===== src/rtl/fpu_addsub_param.sv =====
// rtl/fpu_addsub_param.sv - multi-cycle parametrised FP adder/subtractor; define FPU_RNE_ROUND_EN for round-to-nearest-even (default: truncation)
module fpu_addsub_param #(
    parameter int EXP_W = 11,
    parameter int MAN_W = 20
) (
    input  logic                 clock_100k,
    input  logic                 reset,
    input  logic                 start,
    input  logic                 op_sel,
    input  logic [EXP_W+MAN_W:0] op_a,
    input  logic [EXP_W+MAN_W:0] op_b,
    output logic                 busy,
    output logic                 done,
    output logic [EXP_W+MAN_W:0] data_out,
    output logic [3:0]           status_out
);
    localparam int W  = 1 + EXP_W + MAN_W;
    // extended mantissa: hidden | MAN_W | guard | round | sticky
    localparam int MW = MAN_W + 4;
    // one extra bit for the adder carry-out
    localparam int SW = MW + 1;
    // signed working exponent, wide enough for MAN_W+3 left shifts below 1
    localparam int XW = EXP_W + $clog2(MAN_W + 4) + 2;
    localparam logic [XW-1:0]        DIFF_MAX = XW'(MAN_W + 3);
    localparam logic signed [XW-1:0] EXP_MAX  = XW'((1 << EXP_W) - 1);

    typedef enum logic [2:0] {
        S_IDLE, S_LOAD, S_ALIGN, S_ADD, S_NORM, S_ROUND, S_DONE
    } state_t;

    state_t                 r_state;
    logic [W-1:0]           r_a;
    logic [W-1:0]           r_b;
    logic                   r_sign;
    logic                   r_eff_sub;
    logic                   r_zero;
    logic signed [XW-1:0]   r_exp;
    logic [XW-1:0]          r_diff;
    logic [MW-1:0]          r_ma;
    logic [MW-1:0]          r_mb;
    logic [SW-1:0]          r_sum;
    logic [W-1:0]           r_res;
    logic [3:0]             r_stat;

    logic [EXP_W-1:0]       w_ea;
    logic [EXP_W-1:0]       w_eb;
    logic [MAN_W-1:0]       w_fa;
    logic [MAN_W-1:0]       w_fb;
    logic                   w_swap;
    logic [EXP_W-1:0]       w_big_e;
    logic [EXP_W-1:0]       w_small_e;
    logic [MW-1:0]          w_big_m;
    logic [MW-1:0]          w_small_m;
    logic                   w_sign;
    logic [XW-1:0]          w_diff;

    logic                   w_up;
    logic                   w_inexact;
    logic [MAN_W+1:0]       w_rm;
    logic                   w_rcarry;
    logic signed [XW-1:0]   w_rexp;
    logic [MAN_W-1:0]       w_rman;
    logic [W-1:0]           w_res;
    logic [3:0]             w_stat;

    // Unpack latched operands, flush denormals, order by magnitude
    always_comb begin
        w_ea      = r_a[W-2:MAN_W];
        w_eb      = r_b[W-2:MAN_W];
        w_fa      = (|w_ea) ? r_a[MAN_W-1:0] : '0;
        w_fb      = (|w_eb) ? r_b[MAN_W-1:0] : '0;
        w_swap    = {w_eb, w_fb} > {w_ea, w_fa};
        w_big_e   = w_swap ? w_eb : w_ea;
        w_small_e = w_swap ? w_ea : w_eb;
        w_big_m   = w_swap ? {|w_eb, w_fb, 3'b000} : {|w_ea, w_fa, 3'b000};
        w_small_m = w_swap ? {|w_ea, w_fa, 3'b000} : {|w_eb, w_fb, 3'b000};
        w_sign    = w_swap ? r_b[W-1] : r_a[W-1];
        w_diff    = XW'(w_big_e) - XW'(w_small_e);
    end

    // Round the normalised sum and classify the result
    always_comb begin
        w_inexact = |r_sum[2:0];
`ifdef FPU_RNE_ROUND_EN
        w_up      = r_sum[2] & (r_sum[1] | r_sum[0] | r_sum[3]);
`else
        w_up      = 1'b0;
`endif
        w_rm      = {1'b0, r_sum[MW-1:3]} + {{(MAN_W+1){1'b0}}, w_up};
        w_rcarry  = w_rm[MAN_W+1];
        w_rexp    = r_exp + {{(XW-1){1'b0}}, w_rcarry};
        w_rman    = w_rcarry ? w_rm[MAN_W:1] : w_rm[MAN_W-1:0];
        w_res     = '0;
        w_stat    = 4'b0001;
        if (r_zero) begin
            w_res  = '0;
            w_stat = 4'b0001;
        end else if (w_rexp >= EXP_MAX) begin
            w_res  = {r_sign, {EXP_W{1'b1}}, {MAN_W{1'b0}}};
            w_stat = 4'b0010;
        end else if (w_rexp <= 0) begin
            w_res  = {r_sign, {(W-1){1'b0}}};
            w_stat = 4'b0100;
        end else begin
            w_res  = {r_sign, w_rexp[EXP_W-1:0], w_rman};
            w_stat = w_inexact ? 4'b1000 : 4'b0001;
        end
    end

    // Sequencer: one state per pipeline step, shifts are one bit per cycle
    always_ff @(posedge clock_100k or negedge reset) begin
        if (!reset) begin
            r_state    <= S_IDLE;
            r_a        <= '0;
            r_b        <= '0;
            r_sign     <= 1'b0;
            r_eff_sub  <= 1'b0;
            r_zero     <= 1'b0;
            r_exp      <= '0;
            r_diff     <= '0;
            r_ma       <= '0;
            r_mb       <= '0;
            r_sum      <= '0;
            r_res      <= '0;
            r_stat     <= '0;
            busy       <= 1'b0;
            done       <= 1'b0;
            data_out   <= '0;
            status_out <= '0;
        end else begin
            done <= 1'b0;
            case (r_state)
                S_IDLE: begin
                    if (start) begin
                        r_a     <= op_a;
                        r_b     <= {op_b[W-1] ^ op_sel, op_b[W-2:0]};
                        r_zero  <= 1'b0;
                        busy    <= 1'b1;
                        r_state <= S_LOAD;
                    end
                end
                S_LOAD: begin
                    r_sign    <= w_sign;
                    r_eff_sub <= r_a[W-1] ^ r_b[W-1];
                    r_exp     <= XW'(w_big_e);
                    r_ma      <= w_big_m;
                    if (w_diff > DIFF_MAX) begin
                        // B lies entirely below the sticky position
                        r_mb   <= {{(MW-1){1'b0}}, |w_small_m};
                        r_diff <= '0;
                    end else begin
                        r_mb   <= w_small_m;
                        r_diff <= w_diff;
                    end
                    r_state <= S_ALIGN;
                end
                S_ALIGN: begin
                    if (r_diff != '0) begin
                        r_mb   <= {1'b0, r_mb[MW-1:2], r_mb[1] | r_mb[0]};
                        r_diff <= r_diff - 1'b1;
                    end
                    if (r_diff <= XW'(1)) begin
                        r_state <= S_ADD;
                    end
                end
                S_ADD: begin
                    // swap guarantees |A| >= |B|, so subtraction never goes negative
                    r_sum   <= r_eff_sub ? ({1'b0, r_ma} - {1'b0, r_mb})
                                         : ({1'b0, r_ma} + {1'b0, r_mb});
                    r_state <= S_NORM;
                end
                S_NORM: begin
                    if (r_sum[SW-1]) begin
                        r_sum   <= {1'b0, r_sum[SW-1:2], r_sum[1] | r_sum[0]};
                        r_exp   <= r_exp + 1;
                        r_state <= S_ROUND;
                    end else if (r_sum == '0) begin
                        r_zero  <= 1'b1;
                        r_state <= S_ROUND;
                    end else if (r_sum[MW-1]) begin
                        r_state <= S_ROUND;
                    end else begin
                        r_sum <= r_sum << 1;
                        r_exp <= r_exp - 1;
                        if (r_sum[MW-2]) begin
                            r_state <= S_ROUND;
                        end
                    end
                end
                S_ROUND: begin
                    r_res   <= w_res;
                    r_stat  <= w_stat;
                    r_state <= S_DONE;
                end
                S_DONE: begin
                    data_out   <= r_res;
                    status_out <= r_stat;
                    done       <= 1'b1;
                    busy       <= 1'b0;
                    r_state    <= S_IDLE;
                end
                default: begin
                    r_state <= S_IDLE;
                end
            endcase
        end
    end
endmodule


===== config.mk =====
export PLATFORM = sky130hd
export DESIGN_NAME = fpu_addsub_param
export DESIGN_NICKNAME = d
export VERILOG_FILES = /design/src/rtl/fpu_addsub_param.sv
export SDC_FILE = /design/constraint.sdc
export NUM_CORES = 1
export LEC_CHECK = 0
export ABC_AREA = 1
export CORE_MARGIN = 1
export CORE_UTILIZATION = 28
export CTS_CLUSTER_SIZE = 8
export DETAILED_ROUTE_END_ITERATION = 10
export PLACE_DENSITY_LB_ADDON = 0.25
export SLEW_MARGIN = 20
export SYNTH_ARGS = -nofsm -noshare
export SYNTH_HDL_FRONTEND = slang
export SYNTH_SLANG_ARGS = --single-unit

===== constraint.sdc =====
create_clock -name clock_100k -period 4.2 [get_ports clock_100k]
set_input_delay 1.26 -clock clock_100k [delete_from_list [all_inputs] [get_ports clock_100k]]
set_output_delay 1.26 -clock clock_100k [all_outputs]
set_load 0.005 [all_outputs]

== Yosys cells after proc, flatten, opt, wreduce, memory -nomap -nowiden ==
Cells that the tools add are included.

* Bits in registers: 253
* Bits of input ports: 68
* Logic and storage cells: 111

* Add/sub/neg operators: 6
* $lt $le $gt $ge: 5
* Eq/ne operators: 14
* Mux-type cells: 43
* Bitwise gates (word level): 4
* Reduce and logical (&&, ||, !) cells: 20

{| class="wikitable"
|+ Operators by type and width
! cell !! number
|-
| two-way mux 24 bit || 7
|-
| two-way mux 18 bit || 5
|-
| case mux 18 bit (2 select lines) || 2
|-
| two-way mux 31 bit || 2
|-
| case mux 25 bit (2 select lines) || 1
|-
| case mux 24 bit (2 select lines) || 1
|-
| two-way mux 20 bit || 2
|-
| <= comparator 18 x 1 -> 1 bit, second input constant || 2
|-
| two-way mux 32 bit || 1
|-
| greater-than comparator 31 bit || 1
|-
| adder 24 x 24 -> 25 bit || 1
|-
| zero test 25 bit || 1
|-
| two-way mux 25 bit || 1
|-
| subtractor 24 x 24 -> 25 bit || 1
|-
| OR reduction 24 bit || 1
|-
| two-way mux 11 bit || 2
|-
| OR reduction 11 bit || 2
|-
| adder 18 x 2 -> 18 bit, second input constant || 1
|-
| >= comparator 18 x 12 -> 1 bit, second input constant || 1
|-
| greater-than comparator 18 x 5 -> 1 bit, second input constant || 1
|-
| two-way mux 3 bit || 6
|-
| case mux 3 bit (6 select lines) || 1
|-
| nonzero test 18 bit || 1
|-
| subtractor 18 x 1 -> 18 bit, second input constant || 1
|-
| 19 further kinds || 47
|}

== Logic depth before layout (Yosys ltp) ==
* Depth after elaboration: 8
* Depth in mapped cells: 33
* Gate-level depth less buffers: 32

== Least setup slack after synthesis ==
Ideal clock, no wire load.

* Path type: register to register
* Start: register r_b[29]
* End: register r_mb[10]
* Arrival: 3.700 ns
* Slack: 0.427 ns
* Stages on the path, launching flop included: 27
* Clock period less this slack: 3.773 ns
* Cells stage by stage: dfrtp_1 nor3_1 nand3_1 nor4_1 inv_1 clkbuf_1 nand2_1 inv_1 ha_1 nand2_1 nor4_2 nand3b_4 nand3_1 nand3_1 ha_1 inv_1 nand2_1 nand2_1 nand3_2 nand2_1 nand2_1 nand2_1 nand2_1 nor2_4 buf_6 nand3_2 a21oi_2

* Word-level cells in the longest chain between the ends: 8

{| class="wikitable"
|+ Ends and longest elaborated chain
! element !! RTL line !! RTL
|-
| start: declaration || 33 || <nowiki>logic [W-1:0] r_b;</nowiki>
|-
| start signal: assignment || 136 || <nowiki>r_b <= {op_b[W-1] ^ op_sel, op_b[W-2:0]};</nowiki>
|-
| OR reduction 11 bit || 71 || <nowiki>w_fb = (|w_eb) ? r_b[MAN_W-1:0] : '0;</nowiki>
|-
| two-way mux 20 bit || 71 ||
|-
| greater-than comparator 31 bit || 72 || <nowiki>w_swap = {w_eb, w_fb} > {w_ea, w_fa};</nowiki>
|-
| two-way mux 11 bit, on equally long branches || 73, 74 ||
|-
| subtractor 11 x 11 -> 12 bit || 78 || <nowiki>w_diff = XW'(w_big_e) - XW'(w_small_e);</nowiki>
|-
| greater-than comparator 18 x 5 -> 1 bit || 147 || <nowiki>if (w_diff > DIFF_MAX) begin</nowiki>
|-
| two-way mux 24 bit (*) || 147 ||
|-
| case mux 24 bit (2 select lines) (*) || 132 || <nowiki>case (r_state)</nowiki>
|-
| end signal: assignment || 149 || <nowiki>r_mb <= {{(MW-1){1'b0}}, |w_small_m};</nowiki>
|-
| end signal: assignment || 152 || <nowiki>r_mb <= w_small_m;</nowiki>
|-
| end signal: assignment || 159 || <nowiki>r_mb <= {1'b0, r_mb[MW-1:2], r_mb[1] | r_mb[0]};</nowiki>
|-
| end: declaration || 40 || <nowiki>logic [MW-1:0] r_mb;</nowiki>
|}

Mark *: on every way between the ends. The rest lies on a longest branch, timed or not.
A chain may end at the register's enable or synchronous reset.

== Worst setup path after layout ==
* Start: register r_b[26]
* End: register r_mb[8]

Same word-level chain as after synthesis.

==> results.tsv <==
stage	metric	value	unit
run_status	outcome	finished clean	
route	wire length per cell	16.0	um
global_route	total grt overflow	0	
timing	setup_tns	0	ns
setup_path	Setup CP Type	register to register	
final_layout	fin util	0.366	
setup_path	CP Launch Type	register	
logic_synthesis	synthesized net count	2159	
logic_synthesis	Main synth FF type	dfrtp_1	
timing	fin crit period	4.17	ns
final_layout	synth-to-layout area growth	28.8	%
timing	unrepaired setup endpoints after global routing	yes	
final_layout	filler cell count in the final layout	5595	
setup_path	Worst Path Required	4.68	ns
logic_synthesis	area leader, netlist	dfrtp_1	
placed_design	GPL Wtd Cong	0.851	
placed_design	DP Area	17600	um2
timing	Hold Violations, Final	0	
floorplanning	# rows	85	
timing	worst slew pin tran	0.862	ns
global_route	antenna violations before repair	0	
logic_synthesis	Yosys top cell area share	0.409	
global_route	largest net degree at the start of global routing	83	
logic_synthesis	Cell variety after synth	50	
setup_path	Top delay family on crit path	simple AND/OR/NAND/NOR gates	
timing	Clock Skew	0.0170	ns
floorplanning	Die Ht	236	um
placed_design	number of buffers added on ports	105	
timing	worst rel slew slack	0.422	
floorplanning	die area	55600	um2
logic_synthesis	warning count from the yosys run	0	
global_route	vias in the first global route	13657	
clocking	CTS Buf Count	37	
flow_run	number of max-cap violations	0	
setup_path	worst endpoint data arrival time	4.65	ns
floorplanning	Die W	236	um
placed_design	HPWL after DPL	33600	um
clocking	TritonCTS clock tree	done	
logic_synthesis	Avg Inst Size Synth	7.58	um2
clocking	Worst-path clk slew	0.05	ns
route	Final ANT Viol Nets	0	
floorplanning	IO Pins	106	
setup_path	CP max stage cell	dfrtp_1	
clocking	H-tree depth	2	
timing	Tcrit/Tclk final	0.994	
clocking	worst-skew pair later-pin latency	0.55	ns
clocking	Clock Sink Count	250	
logic_synthesis	Post-synth EDFFs	0	
logic_synthesis	FFs w/ async S/R, synth	1.00	
global_route	global-route usage over all layers	0.166	
timing	minimum hold slack	0.477	ns
clocking	CTS root buffer	clkbuf_16	
final_layout	ant diodes	0	
clocking	hold buffer count at cts	0	
setup_path	crit-path max FO	8	
floorplanning	area of the core	53900	um2
setup_path	Worst R2R Path Depth	31	
setup_path	crit end category	register	
timing	max-slew violations	0	
final_layout	nets	2335	
logic_synthesis	top-count cell post-synth	nand2_1	
logic_synthesis	top cells by count, synth	nand2_1, dfrtp_1, inv_1, nor2_1, o21ai_0	
worst_hold_path	Worst Hold Class	register to register	
logic_synthesis	Yosys reg bits	250	
route	total wire length	46200	um
setup_path	CP max stage delay	0.38	ns
route	via count	14124	
timing	fmax	240	MHz
logic_synthesis	top cells by area, synth	dfrtp_1, nand2_1, ha_1, inv_1, o21ai_0	
route	drt first pass iters	5	
clocking	CTS max path bufs	3	
worst_hold_path	Worst Hold Depth	2	
setup_path	Worst Path Buf+Inv	8	
final_layout	layout cells sized above 1	0.168	
route	Remaining DRCs	0	
route	initial DRC count	1018	
final_layout	post-route cell area	19700	um2
setup_path	critical path depth	31	
logic_synthesis	Synth Instances	2018	
timing	Final Setup Violations	0	
floorplanning	Initial Util	0.284	
setup_path	most used cell, CP	nand2_4	
global_route	global-route wire length before repair	74300	um
logic_synthesis	post-synthesis sequential area ratio	0.409	
route	vias per cell	4.88	
logic_synthesis	Mapped Area	15300	um2
[cell type report]
type	instances	area [um2]	share of cell area
tap	696	871	0.0442
multi-input combinational	1443	8520	0.432
clock buffer	40	958	0.0486
clock inverter	2	46.3	0.00235
sequential	250	6260	0.317
inverter	246	942	0.0478
timing repair buffer	216	2110	0.107
[logic make-up (layout without fill, tap and decap cells)]
logic type      after synthesis  in the layout  share of synthesized area
flops                       250            250                      0.409
xor+xnor                     39             39                     0.0223
fa+ha+maj                    73             73                     0.0602
simple gates                852            853                      0.239
buf+inv                     326            504                     0.0833
compound gates              478            478                      0.187
[stage by stage]
| stage | std cells | worst slack (ns) |
|---|---|---|
| 2_1_floorplan | 2018 | 0.427 |
| 3_3_place_gp | 2830 | -0.240 |
| 3_5_place_dp | 2830 | -0.293 |
| 4_1_cts | 2887 | -0.0279 |
| 5_1_grt | 2893 | -0.192 |
| 6_report | 2893 | 0.0256 |
[worst paths after layout]
path                            slack (ns)         start            to
max in group asynchronous             2.60         reset      r_exp[8]
worst min-delay path                  0.48  data_out[20]  data_out[20]
worst max register to register        0.03       r_b[26]       r_mb[8]
min in group asynchronous             0.61         reset  data_out[15]
worst min register to register        0.48  data_out[20]  data_out[20]
worst max-delay path                  0.03       r_b[26]       r_mb[8]
[state kept, by name, summed over array words and instances (netlist names)]
| name | flops |
|---|---|
| r_a | 32 |
| r_res | 32 |
| status_out | 4 |
| r_b | 32 |
| busy | 1 |
| r_mb | 24 |
| r_ma | 21 |
| r_sum | 25 |
| r_diff | 18 |
| r_exp | 18 |
| data_out | 32 |
| r_stat | 4 |
| r_sign | 1 |
| r_eff_sub | 1 |
| r_zero | 1 |
| r_state | 3 |
| done | 1 |
[worst register-to-register path, delay by kind of cell (launching register included)]
family / cells / cell delay (ns)
xor+xnor: 1 / 0.15
fa+ha+maj: 1 / 0.27
compound gates: 1 / 0.12
buf+inv: 8 / 1.04
simple gates: 20 / 2.16
flops: 1 / 0.38
[repair_timing]
item                       in CTS  in global routing
setup buffers                  10                  4
cloned                          5                  3
setup endpoints to repair      27                 36
pin swaps                      30                 36
gates resized for setup       121                 75
[metal layers]
| metal | track usage | part of all wire | vias up |
|---|---|---|---|
| met4 | 0.0382 | 0.016 | 0 |
| met3 | 0.0304 | 0.045 | 59 |
| met2 | 0.247 | 0.43 | 327 |
| met1 | 0.245 | 0.51 | 6671 |
| li1 | - | - | 7067 |
| met5 | 0 | 0 | - |
[cell usage in the layout, fill, tap and decap left out, types with 17 or more instances in the layout]
cell,netlist,routed
clkbuf_16,0,41
xnor2_1,17,17
o21ai_0,166,163
ha_1,72,53
ha_4,0,18
dfrtp_1,250,250
nand3_2,23,29
nand2_1,504,439
o22ai_1,29,29
o22a_1,19,19
clkdlybuf4s50_1,0,104
nand3_1,62,52
nor3_1,24,20
nor2_1,183,176
a211oi_1,23,23
a21oi_2,20,27
a21oi_1,133,125
a22oi_1,19,19
buf_4,0,92
nand2_4,2,24
inv_2,7,27
inv_1,236,212
nand2_2,4,46
xor2_1,22,22
Power is left out: the tool's default activity adds up to more than one toggle a clock period on the data nets, which glitch-free logic cannot reach.
